### config.mk
export PLATFORM = sky130hd
export DESIGN_NAME = uart_mem_loader
export DESIGN_NICKNAME = d
export VERILOG_FILES = /design/src/rtl/uart_loader_pkg.sv /design/src/rtl/UART_Rx.sv /design/src/rtl/UART_Tx.sv /design/src/rtl/uart_word_packer.sv /design/src/rtl/uart_mem_loader.sv
export SDC_FILE = /design/constraint.sdc
export NUM_CORES = 1
export LEC_CHECK = 0
export BUFFER_PORTS_ARGS = -buffer_cell sky130_fd_sc_hd__buf_2
export CAP_MARGIN = 20
export CORE_ASPECT_RATIO = 0.8
export CORE_UTILIZATION = 50
export CTS_CLUSTER_DIAMETER = 80
export DETAILED_ROUTE_END_ITERATION = 8
export PLACE_DENSITY_LB_ADDON = 0.08
export SLEW_MARGIN = 10
export SYNTH_ARGS = -nofsm -noshare
export SYNTH_HDL_FRONTEND = slang
export SYNTH_SLANG_ARGS = --single-unit
export TNS_END_PERCENT = 50
### constraint.sdc
create_clock -name clk -period 11.2 [get_ports clk]
set_input_delay 3.36 -clock clk [delete_from_list [all_inputs] [get_ports clk]]
set_output_delay 3.36 -clock clk [all_outputs]
set_load 0.01 [all_outputs]
### src/rtl/uart_loader_pkg.sv
// rtl/uart_loader_pkg.sv - shared types and constants for the UART memory loader
package uart_loader_pkg;

   localparam int DEFAULT_CLKS_PER_BIT = 10417;   // 100 MHz / 9600 baud

   localparam logic MODE_LOAD = 1'b0;
   localparam logic MODE_DUMP = 1'b1;

   typedef enum logic [2:0] {
      ST_IDLE,
      ST_LOAD_BYTE,
      ST_LOAD_WRITE,
      ST_DUMP_READ,
      ST_DUMP_LATCH,
      ST_DUMP_SEND,
      ST_DUMP_WAIT
   } loader_state_t;

endpackage

### src/rtl/UART_Rx.sv
// rtl/UART_Rx.sv - 8N1 UART receiver, one-cycle rx_dv pulse per byte
// Ports: clk, reset (async, high); rx_serial line in; rx_dv byte strobe; rx_byte received byte.
module UART_Rx #(
   parameter int CLKS_PER_BIT = 10417
)(
   input  logic       clk,
   input  logic       reset,
   input  logic       rx_serial,
   output logic       rx_dv,
   output logic [7:0] rx_byte
);
   localparam int CW = $clog2(CLKS_PER_BIT + 1);
   localparam logic [CW-1:0] BIT_LAST = CW'(CLKS_PER_BIT - 1);
   localparam logic [CW-1:0] HALF     = CW'((CLKS_PER_BIT - 1) / 2);

   typedef enum logic [1:0] {RX_IDLE, RX_START, RX_DATA, RX_STOP} rx_state_t;

   rx_state_t     state, next_state;
   logic          rx_meta, rx_s;
   logic [CW-1:0] cnt;
   logic [2:0]    bit_idx;

   always_ff @(posedge clk or posedge reset) begin
      if (reset) begin
         rx_meta <= 1'b1;
         rx_s    <= 1'b1;
         state   <= RX_IDLE;
      end else begin
         rx_meta <= rx_serial;
         rx_s    <= rx_meta;
         state   <= next_state;
      end
   end

   always_comb begin
      next_state = state;
      case (state)
         RX_IDLE:  if (!rx_s) next_state = RX_START;
         // a start bit that is high again at mid-bit was a glitch
         RX_START: if (cnt == HALF) next_state = rx_s ? RX_IDLE : RX_DATA;
         RX_DATA:  if (cnt == BIT_LAST && bit_idx == 3'd7) next_state = RX_STOP;
         RX_STOP:  if (cnt == BIT_LAST) next_state = RX_IDLE;
         default:  next_state = RX_IDLE;
      endcase
   end

   always_ff @(posedge clk or posedge reset) begin
      if (reset) begin
         cnt     <= '0;
         bit_idx <= '0;
         rx_byte <= '0;
         rx_dv   <= 1'b0;
      end else begin
         rx_dv <= 1'b0;
         case (state)
            RX_IDLE: begin
               cnt     <= '0;
               bit_idx <= '0;
            end
            RX_START: cnt <= (cnt == HALF) ? '0 : cnt + CW'(1);
            RX_DATA: begin
               if (cnt == BIT_LAST) begin
                  cnt              <= '0;
                  rx_byte[bit_idx] <= rx_s;
                  bit_idx          <= bit_idx + 3'd1;
               end else begin
                  cnt <= cnt + CW'(1);
               end
            end
            RX_STOP: begin
               if (cnt == BIT_LAST) begin
                  cnt   <= '0;
                  rx_dv <= 1'b1;
               end else begin
                  cnt <= cnt + CW'(1);
               end
            end
            default: cnt <= '0;
         endcase
      end
   end

endmodule

### src/rtl/UART_Tx.sv
// rtl/UART_Tx.sv - 8N1 UART transmitter, one-cycle tx_done pulse per byte
// Ports: clk; tx_dv start strobe; tx_byte data; tx_active busy; tx_serial line out; tx_done end-of-frame.
// No reset: a frame already on the line always runs to its stop bit, and every
// register walks back to idle within one frame from any power-up value.
module UART_Tx #(
   parameter int CLKS_PER_BIT = 10417
)(
   input  logic       clk,
   input  logic       tx_dv,
   input  logic [7:0] tx_byte,
   output logic       tx_active,
   output logic       tx_serial,
   output logic       tx_done
);
   localparam int CW = $clog2(CLKS_PER_BIT + 1);
   localparam logic [CW-1:0] BIT_LAST = CW'(CLKS_PER_BIT - 1);

   typedef enum logic [1:0] {TX_IDLE, TX_START, TX_DATA, TX_STOP} tx_state_t;

   tx_state_t     state, next_state;
   logic [CW-1:0] cnt;
   logic [2:0]    bit_idx;
   logic [7:0]    data_q;

   always_ff @(posedge clk) begin
      state <= next_state;
   end

   always_comb begin
      next_state = state;
      case (state)
         TX_IDLE:  if (tx_dv) next_state = TX_START;
         TX_START: if (cnt == BIT_LAST) next_state = TX_DATA;
         TX_DATA:  if (cnt == BIT_LAST && bit_idx == 3'd7) next_state = TX_STOP;
         TX_STOP:  if (cnt == BIT_LAST) next_state = TX_IDLE;
         default:  next_state = TX_IDLE;
      endcase
   end

   always_ff @(posedge clk) begin
      tx_done <= 1'b0;
      case (state)
         TX_IDLE: begin
            cnt     <= '0;
            bit_idx <= '0;
            if (tx_dv) data_q <= tx_byte;
         end
         TX_START: cnt <= (cnt == BIT_LAST) ? '0 : cnt + CW'(1);
         TX_DATA: begin
            if (cnt == BIT_LAST) begin
               cnt     <= '0;
               bit_idx <= bit_idx + 3'd1;
            end else begin
               cnt <= cnt + CW'(1);
            end
         end
         TX_STOP: begin
            if (cnt == BIT_LAST) begin
               cnt     <= '0;
               tx_done <= 1'b1;
            end else begin
               cnt <= cnt + CW'(1);
            end
         end
         default: cnt <= '0;
      endcase
   end

   always_comb begin
      tx_serial = 1'b1;
      case (state)
         TX_START: tx_serial = 1'b0;
         TX_DATA:  tx_serial = data_q[bit_idx];
         default:  tx_serial = 1'b1;
      endcase
   end

   assign tx_active = (state != TX_IDLE);

endmodule

### src/rtl/uart_word_packer.sv
// rtl/uart_word_packer.sv - little-endian byte-to-word assembly with inter-byte timeout
// Ports: clk, reset (async, high); clear restarts at lane 0; enable accepts bytes;
// byte_valid/byte_data incoming byte; word_data assembled word; word_done last lane
// stored this cycle; timeout one-cycle pulse when a partial word is abandoned.
module uart_word_packer #(
   parameter int WORD_BYTES   = 4,
   parameter int TIMEOUT_CLKS = 416680
)(
   input  logic                    clk,
   input  logic                    reset,
   input  logic                    clear,
   input  logic                    enable,
   input  logic                    byte_valid,
   input  logic [7:0]              byte_data,
   output logic [8*WORD_BYTES-1:0] word_data,
   output logic                    word_done,
   output logic                    timeout
);
   localparam int LANE_W = (WORD_BYTES > 1) ? $clog2(WORD_BYTES) : 1;
   localparam int GAP_W  = $clog2(TIMEOUT_CLKS + 1);
   localparam logic [LANE_W-1:0] LANE_LAST = LANE_W'(WORD_BYTES - 1);
   localparam logic [GAP_W-1:0]  GAP_LAST  = GAP_W'(TIMEOUT_CLKS - 1);

   logic [LANE_W-1:0] byte_cnt;
   logic [GAP_W-1:0]  gap;
   logic              take, gap_expired;

   assign take        = enable && byte_valid;
   assign word_done   = take && (byte_cnt == LANE_LAST);
   // the gap only runs while a word is partially assembled
   assign gap_expired = enable && !byte_valid && (byte_cnt != '0) && (gap == GAP_LAST);

   always_ff @(posedge clk or posedge reset) begin
      if (reset) begin
         byte_cnt  <= '0;
         gap       <= '0;
         word_data <= '0;
         timeout   <= 1'b0;
      end else begin
         timeout <= 1'b0;
         if (clear) begin
            byte_cnt  <= '0;
            gap       <= '0;
            word_data <= '0;
         end else if (take) begin
            word_data[8*byte_cnt +: 8] <= byte_data;
            byte_cnt <= (byte_cnt == LANE_LAST) ? '0 : byte_cnt + LANE_W'(1);
            gap      <= '0;
         end else if (gap_expired) begin
            byte_cnt  <= '0;
            gap       <= '0;
            word_data <= '0;
            timeout   <= 1'b1;
         end else if (enable && byte_cnt != '0) begin
            gap <= gap + GAP_W'(1);
         end
      end
   end

endmodule

### src/rtl/uart_mem_loader.sv
// rtl/uart_mem_loader.sv - loads words from UART into a selected memory or dumps them back out
// Ports: clk, reset (async, high); start/mode/region_sel/xfer_len transfer request;
// rx_serial/tx_serial UART lines; mem_rdata read word (1-cycle latency);
// mem_sel/mem_we/mem_re/mem_addr/mem_wdata memory strobes; busy; done sticky per
// region; err_timeout pulse when a partial word is dropped.
module uart_mem_loader
   import uart_loader_pkg::*;
#(
   parameter int CLKS_PER_BIT = DEFAULT_CLKS_PER_BIT,
   parameter int WORD_BYTES   = 4,
   parameter int ADDR_W       = 9,
   parameter int NUM_REGIONS  = 2,
   parameter int TIMEOUT_CLKS = 40 * CLKS_PER_BIT,
   parameter int RSEL_W       = (NUM_REGIONS > 1) ? $clog2(NUM_REGIONS) : 1
)(
   input  logic                    clk,
   input  logic                    reset,
   input  logic                    start,
   input  logic                    mode,
   input  logic [RSEL_W-1:0]       region_sel,
   input  logic [ADDR_W:0]         xfer_len,
   input  logic                    rx_serial,
   output logic                    tx_serial,
   input  logic [8*WORD_BYTES-1:0] mem_rdata,
   output logic [NUM_REGIONS-1:0]  mem_sel,
   output logic                    mem_we,
   output logic                    mem_re,
   output logic [ADDR_W-1:0]       mem_addr,
   output logic [8*WORD_BYTES-1:0] mem_wdata,
   output logic                    busy,
   output logic [NUM_REGIONS-1:0]  done,
   output logic                    err_timeout
);
   localparam int W      = 8 * WORD_BYTES;
   localparam int LANE_W = (WORD_BYTES > 1) ? $clog2(WORD_BYTES) : 1;
   localparam logic [ADDR_W:0]      CAPACITY     = {1'b1, {ADDR_W{1'b0}}};
   localparam logic [RSEL_W:0]      REGION_LIMIT = (RSEL_W + 1)'(NUM_REGIONS);
   localparam logic [LANE_W-1:0]    LANE_LAST    = LANE_W'(WORD_BYTES - 1);
   localparam logic [NUM_REGIONS-1:0] SEL_ONE    = NUM_REGIONS'(1);

   loader_state_t          state, next_state;
   logic [ADDR_W-1:0]      word_addr;
   logic [ADDR_W:0]        len_q, len_clamped;
   logic [RSEL_W-1:0]      region_q;
   logic [LANE_W-1:0]      tx_lane;
   logic [W-1:0]           rdata_q, packed_word;
   logic [NUM_REGIONS-1:0] done_q;

   logic       rx_dv, tx_dv, tx_active, tx_done, word_done;
   logic [7:0] rx_byte, tx_byte;
   logic       region_ok, last_word, last_lane;
   logic       start_go, start_zero, finish, next_word, next_lane;

   assign len_clamped = (xfer_len > CAPACITY) ? CAPACITY : xfer_len;
   assign region_ok   = ({1'b0, region_sel} < REGION_LIMIT);
   assign last_word   = ({1'b0, word_addr} == (len_q - (ADDR_W + 1)'(1)));
   assign last_lane   = (tx_lane == LANE_LAST);

   always_ff @(posedge clk or posedge reset) begin
      if (reset) state <= ST_IDLE;
      else       state <= next_state;
   end

   always_comb begin
      next_state = state;
      start_go   = 1'b0;
      start_zero = 1'b0;
      finish     = 1'b0;
      next_word  = 1'b0;
      next_lane  = 1'b0;
      case (state)
         ST_IDLE: begin
            if (start && region_ok) begin
               if (len_clamped == '0) begin
                  start_zero = 1'b1;
               end else begin
                  start_go   = 1'b1;
                  next_state = (mode == MODE_DUMP) ? ST_DUMP_READ : ST_LOAD_BYTE;
               end
            end
         end
         ST_LOAD_BYTE:  if (word_done) next_state = ST_LOAD_WRITE;
         ST_LOAD_WRITE: begin
            if (last_word) begin
               finish     = 1'b1;
               next_state = ST_IDLE;
            end else begin
               next_word  = 1'b1;
               next_state = ST_LOAD_BYTE;
            end
         end
         ST_DUMP_READ:  next_state = ST_DUMP_LATCH;
         ST_DUMP_LATCH: next_state = ST_DUMP_SEND;
         // after a reset the transmitter may still be finishing an old frame
         ST_DUMP_SEND:  if (!tx_active) next_state = ST_DUMP_WAIT;
         ST_DUMP_WAIT: begin
            if (tx_done) begin
               if (!last_lane) begin
                  next_lane  = 1'b1;
                  next_state = ST_DUMP_SEND;
               end else if (last_word) begin
                  finish     = 1'b1;
                  next_state = ST_IDLE;
               end else begin
                  next_word  = 1'b1;
                  next_state = ST_DUMP_READ;
               end
            end
         end
         default: next_state = ST_IDLE;
      endcase
   end

   always_ff @(posedge clk or posedge reset) begin
      if (reset) begin
         word_addr <= '0;
         len_q     <= '0;
         region_q  <= '0;
         tx_lane   <= '0;
         rdata_q   <= '0;
         done_q    <= '0;
      end else begin
         if (start_go) begin
            region_q           <= region_sel;
            len_q              <= len_clamped;
            word_addr          <= '0;
            tx_lane            <= '0;
            done_q[region_sel] <= 1'b0;
         end
         if (start_zero) done_q[region_sel] <= 1'b1;
         if (next_word)  word_addr <= word_addr + ADDR_W'(1);
         if (next_lane)  tx_lane   <= tx_lane + LANE_W'(1);
         if (state == ST_DUMP_LATCH) begin
            rdata_q <= mem_rdata;
            tx_lane <= '0;
         end
         if (finish) done_q[region_q] <= 1'b1;
      end
   end

   assign busy      = (state != ST_IDLE);
   assign mem_we    = (state == ST_LOAD_WRITE);
   assign mem_re    = (state == ST_DUMP_READ);
   assign mem_sel   = (mem_we || mem_re) ? (SEL_ONE << region_q) : '0;
   assign mem_addr  = word_addr;
   assign mem_wdata = packed_word;
   assign done      = done_q;
   assign tx_dv     = (state == ST_DUMP_SEND) && !tx_active;
   assign tx_byte   = rdata_q[8*tx_lane +: 8];

   UART_Rx #(.CLKS_PER_BIT(CLKS_PER_BIT)) u_rx (
      .clk       (clk),
      .reset     (reset),
      .rx_serial (rx_serial),
      .rx_dv     (rx_dv),
      .rx_byte   (rx_byte)
   );

   UART_Tx #(.CLKS_PER_BIT(CLKS_PER_BIT)) u_tx (
      .clk       (clk),
      .tx_dv     (tx_dv),
      .tx_byte   (tx_byte),
      .tx_active (tx_active),
      .tx_serial (tx_serial),
      .tx_done   (tx_done)
   );

   uart_word_packer #(
      .WORD_BYTES   (WORD_BYTES),
      .TIMEOUT_CLKS (TIMEOUT_CLKS)
   ) u_packer (
      .clk        (clk),
      .reset      (reset),
      .clear      (start_go),
      .enable     (state == ST_LOAD_BYTE),
      .byte_valid (rx_dv),
      .byte_data  (rx_byte),
      .word_data  (packed_word),
      .word_done  (word_done),
      .timeout    (err_timeout)
   );

endmodule

---- Word-level counts from Yosys, hierarchy flattened ----
Index checks and enable logic that the tools add are counted.
cells by class
  divide/modulo/power cells ............... 0
  order comparisons ....................... 8
  multiply operators ...................... 0
  bitwise operators ....................... 4
  eq/ne operators ......................... 36
  muxes and demuxes ....................... 85
  shift operators ......................... 4
  reduce and logical (&&, ||, !) cells .... 37
  add/subtract/negate cells ............... 10
operators with widths
  kind                     count
  $mux 32                  3
  $mux 19                  4
  $mux 2                   22
  $mux 14                  3
  $pmux 14 s3              1
  $neg 5->34               1
  $shift 8x34->32 const A  1
  $shiftx 8x34->32         1
  $bwmux 32                1
  $shiftx 32x6->8          1
  $add 14x1->14 const B    2
  $eq 14x14->1 const B     2
  $pmux 14 s2              1
  $mux 1                   26
  $mux 3                   8
  $pmux 3 s7               1
  $add 19x1->19 const B    1
  $eq 19x19->1 const B     1
  $mux 9                   2
  $ne 2x1->1 const B       9
  $pmux 2 s4               2
  $eq 3x3->1 const B       5
  $eq 14x13->1 const B     1
  $eq 2x2->1 const B       6
  39 further kinds         79
storage, ports and cells
  logic and storage cells ................. 207
  input port bits ......................... 48
  ROM bits ................................ 0
  register bits ........................... 171
  memory bits (writable) .................. 0
  output and inout port bits .............. 50
  latch bits .............................. 0
  memories ................................ 0

---- Longest topological paths before layout ----
Gate-level depths: netlist of run 1.
  word-level depth ........................ 11
  mapped depth ............................ 10
  depth with buffers taken out ............ 9

---- Modules after synthesis ----
A second synthesis of run 1 with hierarchy kept.
second synthesis, totals
  cells, all modules ...................... 773
  area total of the unflattened synthesis .. 8567.0 µm²
by module, submodules not included
  module            area each (µm²)  times used  sequential area each (µm²)  cells an instance
  uart_mem_loader   3293.2           1           1476.4                      307
  uart_word_packer  2434.8           1           1351.3                      204
  UART_Rx           1536.5           1           753.2                       146
  UART_Tx           1302.5           1           690.7                       116

---- Worst setup path before layout of run 1 ----
Ideal clock, no wire load.
  path type ............................... input -> register
  from .................................... in xfer_len[5]
  to ...................................... reg u_packer.word_data[16]
  setup slack ............................. 6.070 ns
  buffers on the path ..................... 1
  stages on the path ...................... 7
  library setup time ...................... 0.070 ns
  data required time ...................... 11.130 ns
  arrival ................................. 5.060 ns
  cells stage by stage .................... or4_4 > nor4_4 > nor2_1 > or3_1 > buf_6 > o21ai_4 > a22o_1
between the ends
  longest elaborated chain between the ends .. 7
  elaborated cells between the ends (all ways) .. 8
  those cells by class .................... 1 x order compare; 5 x mux; 2 x reduce/logical
RTL lines
  what                                                           line                    source
  from (decl)                                                    uart_mem_loader.sv:21   input logic [ADDR_W:0] xfer_len,
  $gt 10x10->1                                                   uart_mem_loader.sv:54   assign len_clamped = (xfer_len > CAPACITY) ? CAPACITY : xfer_len;
  $mux 10 *                                                      uart_mem_loader.sv:54
  $logic_not 10->1 *                                             uart_mem_loader.sv:74   if (len_clamped == '0) begin
  $mux 1 *                                                       uart_mem_loader.sv:74
  $mux 1 *                                                       uart_mem_loader.sv:73   if (start && region_ok) begin
  $mux 1 *                                                       uart_mem_loader.sv:71   case (state)
  $reduce_bool 3->1 (no line) / $mux 32 (equally long branches)  n/a
  to (signal, indexed assignment)                                uart_word_packer.sv:46  word_data[8*byte_cnt +: 8] <= byte_data;
  to (decl)                                                      uart_word_packer.sv:15  output logic [8*WORD_BYTES-1:0] word_data,
Mark *: on every way between the ends. The rest lies on a longest branch, timed or not.
A chain may end at the register's enable or synchronous reset.

---- Final worst setup path of run 1 ----
  from .................................... in xfer_len[5]
  to ...................................... reg u_packer.word_data[12]
Same word-level chain as after synthesis.

==> impl_metrics.csv, run 1 <==
group,metric,value,unit
die,core_area,15900,µm²
setup_path,cp_max_fo,25,
cts,cts_resized,0,
route,routed_wl,17050,µm
route,post_drt_via_cell_ratio,5.503,
sta,slew_headroom,0.3893,
grt,grt_pass1_vias,5616,
sta,tightestPinTransition,916.1,ps
route,drc,0,
synthesis,synth.area.top_cells,"dfrtp_1 (43%), mux2_2 (6.3%), edfxtp_1 (4.7%)",
sta,layout_setup_ws,5856,ps
cts,ctsHoldBuffers,0,
grt,grt_start_max_net_pins,73,
synthesis,post-synth-top-count-cell,"dfrtp_1",
power_and_ir_drop,p_leak,4.336,nW
route,drt-initial-drc-count,254,
power_and_ir_drop,ir_drop,0.00009718,V
finish,num_antenna_cells,0,
placement,dp_hpwl,11890,µm
synthesis,ys.flop_type,"dfrtp_1",
min_path,worstHoldStart,"u_rx.rx_meta",
synthesis,yosys-top-cells-count,"dfrtp_1 (141), nor2_1 (83), nand2_1 (55)",
die,rows,41,
sta,tns,0,ps
synthesis,yosys.area.top_type,"dfrtp_1",
finish,nets,892,
setup_path,end_kind,"flip-flop",
sta,fmax,187.1,MHz
run,maxCapViolCount,0,
finish,stdcell_area,9463,µm²
synthesis,synth_top_cell_area_share,0.4291,
outcome,status,"complete, no violations",
synthesis,ys_ff_latch,171,
route,first_pass_iters,4,
synthesis,synthDistinctLibCells,65,
synthesis,syn-cell-area,8223,µm²
sta,fin_skew,11.57,ps
setup_path,worstSetupPathType,"input pin to flip-flop",
setup_path,cp.required,11570,ps
die,die_h,116.7,µm
setup_path,cp_cell_sequence,"buf_2 > or4_4 > nor4_4 > nor2_1 > or3_1 > buf_4 > o21ai_4 > a22o_1",
sta,rsz0062_at_grt,"false",
setup_path,reg2reg_slack,8090,ps
cts,cts-htree-levels,4,
sta,fin_crit,5344,ps
grt,antenna_found_initial,0,
die,ioPinCount,98,
cts,cts_tree,"done",
power_and_ir_drop,power.density,200.9,nW/µm²
grt,grt_pass1_wl,27750,µm
setup_path,r2r-start,"u_packer.byte_cnt[0]",
route,wl_per_cell,16.25,µm
min_path,min_path_type,"flip-flop to flip-flop",
placement,io_buffer_count,97,
grt,grt_usage,0.2094,
cts,cts_buffers,17,
synthesis,synthCells,729,
setup_path,cpPeakStageDelay,550,ps
synthesis,synth_warnings,0,
setup_path,path_buf_inv,2,
cts,clkTransAtPathRegs,70,ps
die,die-area,16970,µm²
synthesis,synth.yosys.seq_area_share,0.5195,
synthesis,synth-async-reset-ratio,0.8363,
setup_path,cp_slowest_cell,"or4_4",
finish,drive_gt1_frac,0.2542,
die,initial_core_util,0.5171,
cts,cts_max_path_buffers,2,
cts,root_buffer,"clkbuf_16",
synthesis,syn_avg_cell_area,11.28,µm²
setup_path,startpoint,"xfer_len[5]",
sta,period_share,0.4772,
finish,area_growth,15.08,%
grt,gr-total-overflow,0,
route,postRouteAntennaNets,0,
cts,post_cts_buffers,0,
sta,fin_hold_ws,357.8,ps
placement,gp_congestion,0.8390,
setup_path,crit_family,"simple AND/OR/NAND/NOR gates",
sta,report.final.hold_viol_count,0,
die,dieWidth,145.4,µm
synthesis,synth_nets,800,
sta,setup_viol,0,
placement,placedInstanceArea,8872,µm²
cts,clk_latency,440,ps
cts,cts.sinks,171,
synthesis,synth-edff-count,13,
placement,place_ws,5433,ps
sta,final_max_slew_viol_count,0,
setup_path,critical_path_arrival,5710,ps
setup_path,cp-start-kind,"input pin",
route,vias,5773,
[worst paths after layout]
check	end	depth (start not counted)
worst max register to register	u_packer.word_data[12]	9
worst max-delay path	u_packer.word_data[12]	8
worst min-delay path	u_rx.rx_s	0
max in group asynchronous	len_q[7]	3
worst min register to register	u_rx.rx_s	0
min in group asynchronous	rdata_q[31]	2
[report_power, final]
group / internal [W] / switching, W / leakage (nW)
logic: 0.000232 / 0.000229 / 1.94
clock network: 0.000325 / 0.000259 / 0.282
registers: 0.000741 / 0.000115 / 2.12
total: 0.00130 / 0.000603 / 4.34
[cell families (layout without fill, tap and decap cells)]
logic type / after synthesis / count (layout) / synth area share
AND/OR/NAND/NOR: 274 / 274 / 0.1730
flip-flops: 171 / 171 / 0.5195
AO/OA/AOI/OAI: 99 / 99 / 0.09541
multiplexers: 59 / 59 / 0.09404
XOR/XNOR: 53 / 53 / 0.05645
buffers and inverters: 50 / 155 / 0.02663
adder cells (fa/ha/maj): 23 / 23 / 0.03500
[cell usage in the layout (no fill, tap or decap), drive strengths merged, types with 3 or more instances in the layout]
master and n:
nor2b 6, inv 26, nor3b 5, a31oi 4, a211o 3, and4 3, buf 101, xnor2 26
nor4bb 3, nor4b 3, clkinv 5, nor3 17, o2bb2ai 3, nand3 29, nor2 83, edfxtp 13
a22o 36, o21ai 27, mux4 10, nand3b 8, and2 5, a21oi 10, clkbuf 20, or2 6
mux2i 3, mux2 46, and3 12, or3 9, nor4 6, nand2 55, xor2 27, dfrtp 141
dfxtp 15, ha 23, nand4 8, o31ai 3, nand2b 12
[worst register-to-register path: stages, from the launching register on]
cell     delay (ps)
dfrtp_1         490
inv_1           190
ha_1            330
nor4b_4         400
nand3_1         210
nor4_1          430
or3_1           160
buf_4           340
o21ai_4         180
a22o_1          270
[sequential cells by signal (all words and copies together) (netlist names), 2 cells and up, named ones only]
register and flops:
u_tx.data_q 8, u_packer.gap 19, state 3, u_packer.word_data 32, u_tx.bit_idx 3, u_rx.cnt 14
u_tx.state 2, rdata_q 32, len_q 10, u_packer.byte_cnt 2, u_rx.rx_byte 8, done 2
u_rx.bit_idx 3, u_tx.cnt 14, mem_addr 9, tx_lane 2
[stage by stage]
stage / instances / utilization / power, W
CTS: 1048 / 0.5947 / 0.001916
global route: 1049 / 0.5950 / 0.002004
floorplan: 729 / - / 0.001210
detailed placement: 1016 / 0.5579 / 0.001328
global placement: 1016 / 0.5579 / 0.001299
finish: 1049 / 0.5950 / 0.001901
[final cells by class]
cell class              instances  area [µm²]
multi-input cells             508        3732
repair buffers                102       520.5
flip-flops and latches        171        4272
clock buffers                  19       454.2
inverters                      21       83.83
fillers                      1328        6440
well taps                     215       269.0
clock inverters                13       131.4
[metal layers]
layer  wire (µm)  vias up  GRT usage
met5           0        -          0
li1            -     2764          -
met3         646       22    0.05195
met4         246        0    0.07298
met2        7969      113     0.3349
met1        8181     2874     0.2817
Power figures use the tool's default switching activity.
==> inputs of run 2 (changes only) <==
--- a/config.mk
+++ b/config.mk
@@ -5,6 +5,7 @@
 export SDC_FILE = /design/constraint.sdc
 export NUM_CORES = 1
 export LEC_CHECK = 0
+export ABC_AREA = 1
 export BUFFER_PORTS_ARGS = -buffer_cell sky130_fd_sc_hd__buf_2
 export CAP_MARGIN = 20
 export CORE_ASPECT_RATIO = 0.8
==> constraint.sdc (replaced) <==
create_clock -name clk -period 5.1 [get_ports clk]
set_input_delay 1.53 -clock clk [delete_from_list [all_inputs] [get_ports clk]]
set_output_delay 1.53 -clock clk [all_outputs]
set_load 0.01 [all_outputs]
==> run 2 against run 1 <==
Die area increased by 4.1%. Routed wire length is 9.3% higher. Global-route usage grew 1.8 points. Synthesized cell count grew 36%. Hold slack got worse by 1.3 ps. Highest routed layer unchanged.
==> impl_metrics.csv, run 2 <==
group,metric,value,unit
outcome,status,"complete, no violations",
die,dieWidth,148.3,µm
synthesis,synth_nets,1064,
cts,cts_buffers,17,
synthesis,synth-async-reset-ratio,0.8363,
cts,clkTransAtPathRegs,70,ps
synthesis,ys.flop_type,"dfrtp_1",
route,drt-initial-drc-count,418,
setup_path,cp_cell_sequence,"mux2i_1 > nor2_1 > o221ai_1 > o21ai_0 > buf_2",
synthesis,synthCells,993,
synthesis,synth_xor_area_frac,0.02967,
synthesis,synth.area.top_cells,"dfrtp_1 (41%), nand2_1 (10%), nor2_1 (6.2%)",
setup_path,r2r-start,"u_packer.byte_cnt[0]",
synthesis,ys_ff_latch,171,
synthesis,syn_avg_cell_area,8.622,µm²
power_and_ir_drop,power.density,274.8,nW/µm²
route,vias,6798,
sta,slew_headroom,0.3654,
cts,clk_latency,430,ps
setup_path,cpPeakStageDelay,500,ps
setup_path,worstSetupPathType,"flip-flop to output pin",
route,first_pass_iters,4,
sta,fin_crit,3247,ps
grt,antenna_found_initial,0,
placement,dp_hpwl,13470,µm
die,rows,42,
min_path,worstHoldStart,"u_rx.rx_meta",
min_path,min_path_type,"flip-flop to flip-flop",
setup_path,startpoint,"u_tx.bit_idx[0]",
finish,area_growth,14.73,%
route,routed_wl,18640,µm
grt,grt_pass1_wl,31570,µm
die,ioPinCount,98,
setup_path,cp.required,3570,ps
setup_path,cp_slowest_cell,"edfxtp_1",
die,initial_core_util,0.5140,
cts,ctsHoldBuffers,0,
run,maxCapViolCount,0,
synthesis,synth.yosys.seq_area_share,0.4989,
sta,tns,0,ps
sta,report.final.hold_viol_count,0,
placement,io_buffer_count,97,
grt,grt_usage,0.2271,
synthesis,synth-edff-count,13,
synthesis,synth_warnings,0,
power_and_ir_drop,p_leak,4.594,nW
finish,num_antenna_cells,0,
synthesis,yosys-top-cells-count,"nand2_1 (239), nor2_1 (142), dfrtp_1 (141)",
synthesis,yosys.area_share.simple,0.2633,
cts,post_cts_buffers,0,
synthesis,synthDistinctLibCells,52,
cts,root_buffer,"clkbuf_16",
cts,cts_resized,0,
die,die-area,17660,µm²
setup_path,cp_max_fo,7,
synthesis,synth_top_family_by_area,"simple AND/OR/NAND/NOR gates",
setup_path,cp-start-kind,"flip-flop",
synthesis,yosys.area.top_type,"dfrtp_1",
placement,gp_congestion,0.8659,
cts,cts.sinks,171,
route,drc,0,
die,core_area,16660,µm²
die,die_h,119.0,µm
route,post_drt_via_cell_ratio,5.111,
cts,cts_max_path_buffers,2,
finish,fill_cells,1483,
setup_path,critical_path_arrival,1720,ps
power_and_ir_drop,ir_drop,0.0001842,V
cts,cts-htree-levels,4,
synthesis,synth_top_cell_area_share,0.4121,
finish,nets,1168,
sta,rsz0062_at_grt,"false",
synthesis,syn-cell-area,8562,µm²
sta,period_share,0.6366,
synthesis,synth_fa_ha_area_frac,0.03361,
cts,cts_tree,"done",
finish,final_cell_mix,"nand2_1 (239), nor2_1 (142), dfrtp_1 (141)",
sta,fin_skew,12.84,ps
grt,grt_pass1_vias,6494,
sta,tightestPinTransition,951.9,ps
route,postRouteAntennaNets,0,
setup_path,end_kind,"output pin",
grt,gr-total-overflow,0,
sta,fmax,308.0,MHz
setup_path,crit_family,"flip-flops",
power_and_ir_drop,total_power,0.002700,W
synthesis,post-synth-top-count-cell,"nand2_1",
synthesis,synth_compound_area_frac,0.07438,
sta,setup_viol,0,
finish,mostFrequentLayoutCell,"nand2_1",
route,wl_per_cell,14.01,µm
grt,grt_start_max_net_pins,75,
synthesis,synthMuxAreaShare,0.04559,
setup_path,path_buf_inv,1,
sta,final_max_slew_viol_count,0,
finish,drive_gt1_frac,0.1928,
finish,reg_top3,"rdata_q x32, u_packer.word_data x32, u_packer.gap x19",
## run 2: kinds of logic after synthesis
group	count (synthesis)
AND/OR/NAND/NOR	507
buffers and inverters	117
adder cells (fa/ha/maj)	23
AO/OA/AOI/OAI	111
multiplexers	35
XOR/XNOR	29
flip-flops	171
## run 2: worst reg2reg max path: stages (launching register included)
cell and delay [ps]:
dfrtp_1 480, inv_1 250, ha_1 290, inv_2 240
nand2_4 140, inv_2 230, nand2_1 130, nor2_4 150
nor2_2 60, nand2_4 280, o21ai_2 220, nand2_1 100
nand2_1 50
## run 2: path summary, 6_finish.rpt
check	cells past startpoint	end	slack (ps)
worst min register to register	0	u_rx.rx_s	360
worst max register to register	12	u_packer.word_data[4]	2380
worst min-delay path	0	u_rx.rx_s	360
max in group asynchronous	3	len_q[1]	3050
min in group asynchronous	3	u_packer.word_data[25]	1370
worst max-delay path	5	tx_serial	1850
## run 2: stage by stage
stage	utilization	area (µm²)	instances	hold WS [ps]	setup slack, ps
finish	0.5897	9823	1330	356.5	1853
global placement	0.5562	9265	1298	345.3	1718
detailed placement	0.5562	9265	1298	347.3	1661
CTS	0.5897	9823	1330	357.5	1829
floorplan	-	8566	993	345.2	1781
global route	0.5897	9823	1330	358.6	1759
## run 2: area by class of cell
type / count / area (µm²) / share of cell area
Clock inverter: 13 / 115.1 / 0.01172
Tap cell: 220 / 275.3 / 0.02802
Inverter: 102 / 386.6 / 0.03936
Clock buffer: 19 / 442.9 / 0.04509
Sequential cell: 171 / 4272 / 0.4348
Timing Repair Buffer: 100 / 508.0 / 0.05171
Multi-Input combinational cell: 705 / 3824 / 0.3893
## run 2: report_power, final
part | leakage, nW | switching [W] | internal, W
logic | 2.42 | 0.0000393 | 0.0000270
clock network | 0.274 | 0.000557 | 0.000688
registers | 1.90 | 0.00000722 | 0.00138
## run 2: metal layers
layer,track usage,vias up,wire length [µm]
li1,-,3458,-
met1,0.3251,3168,9398
met2,0.3436,153,8228
met3,0.05096,19,779
met4,0.06637,0,228
met5,0,-,0
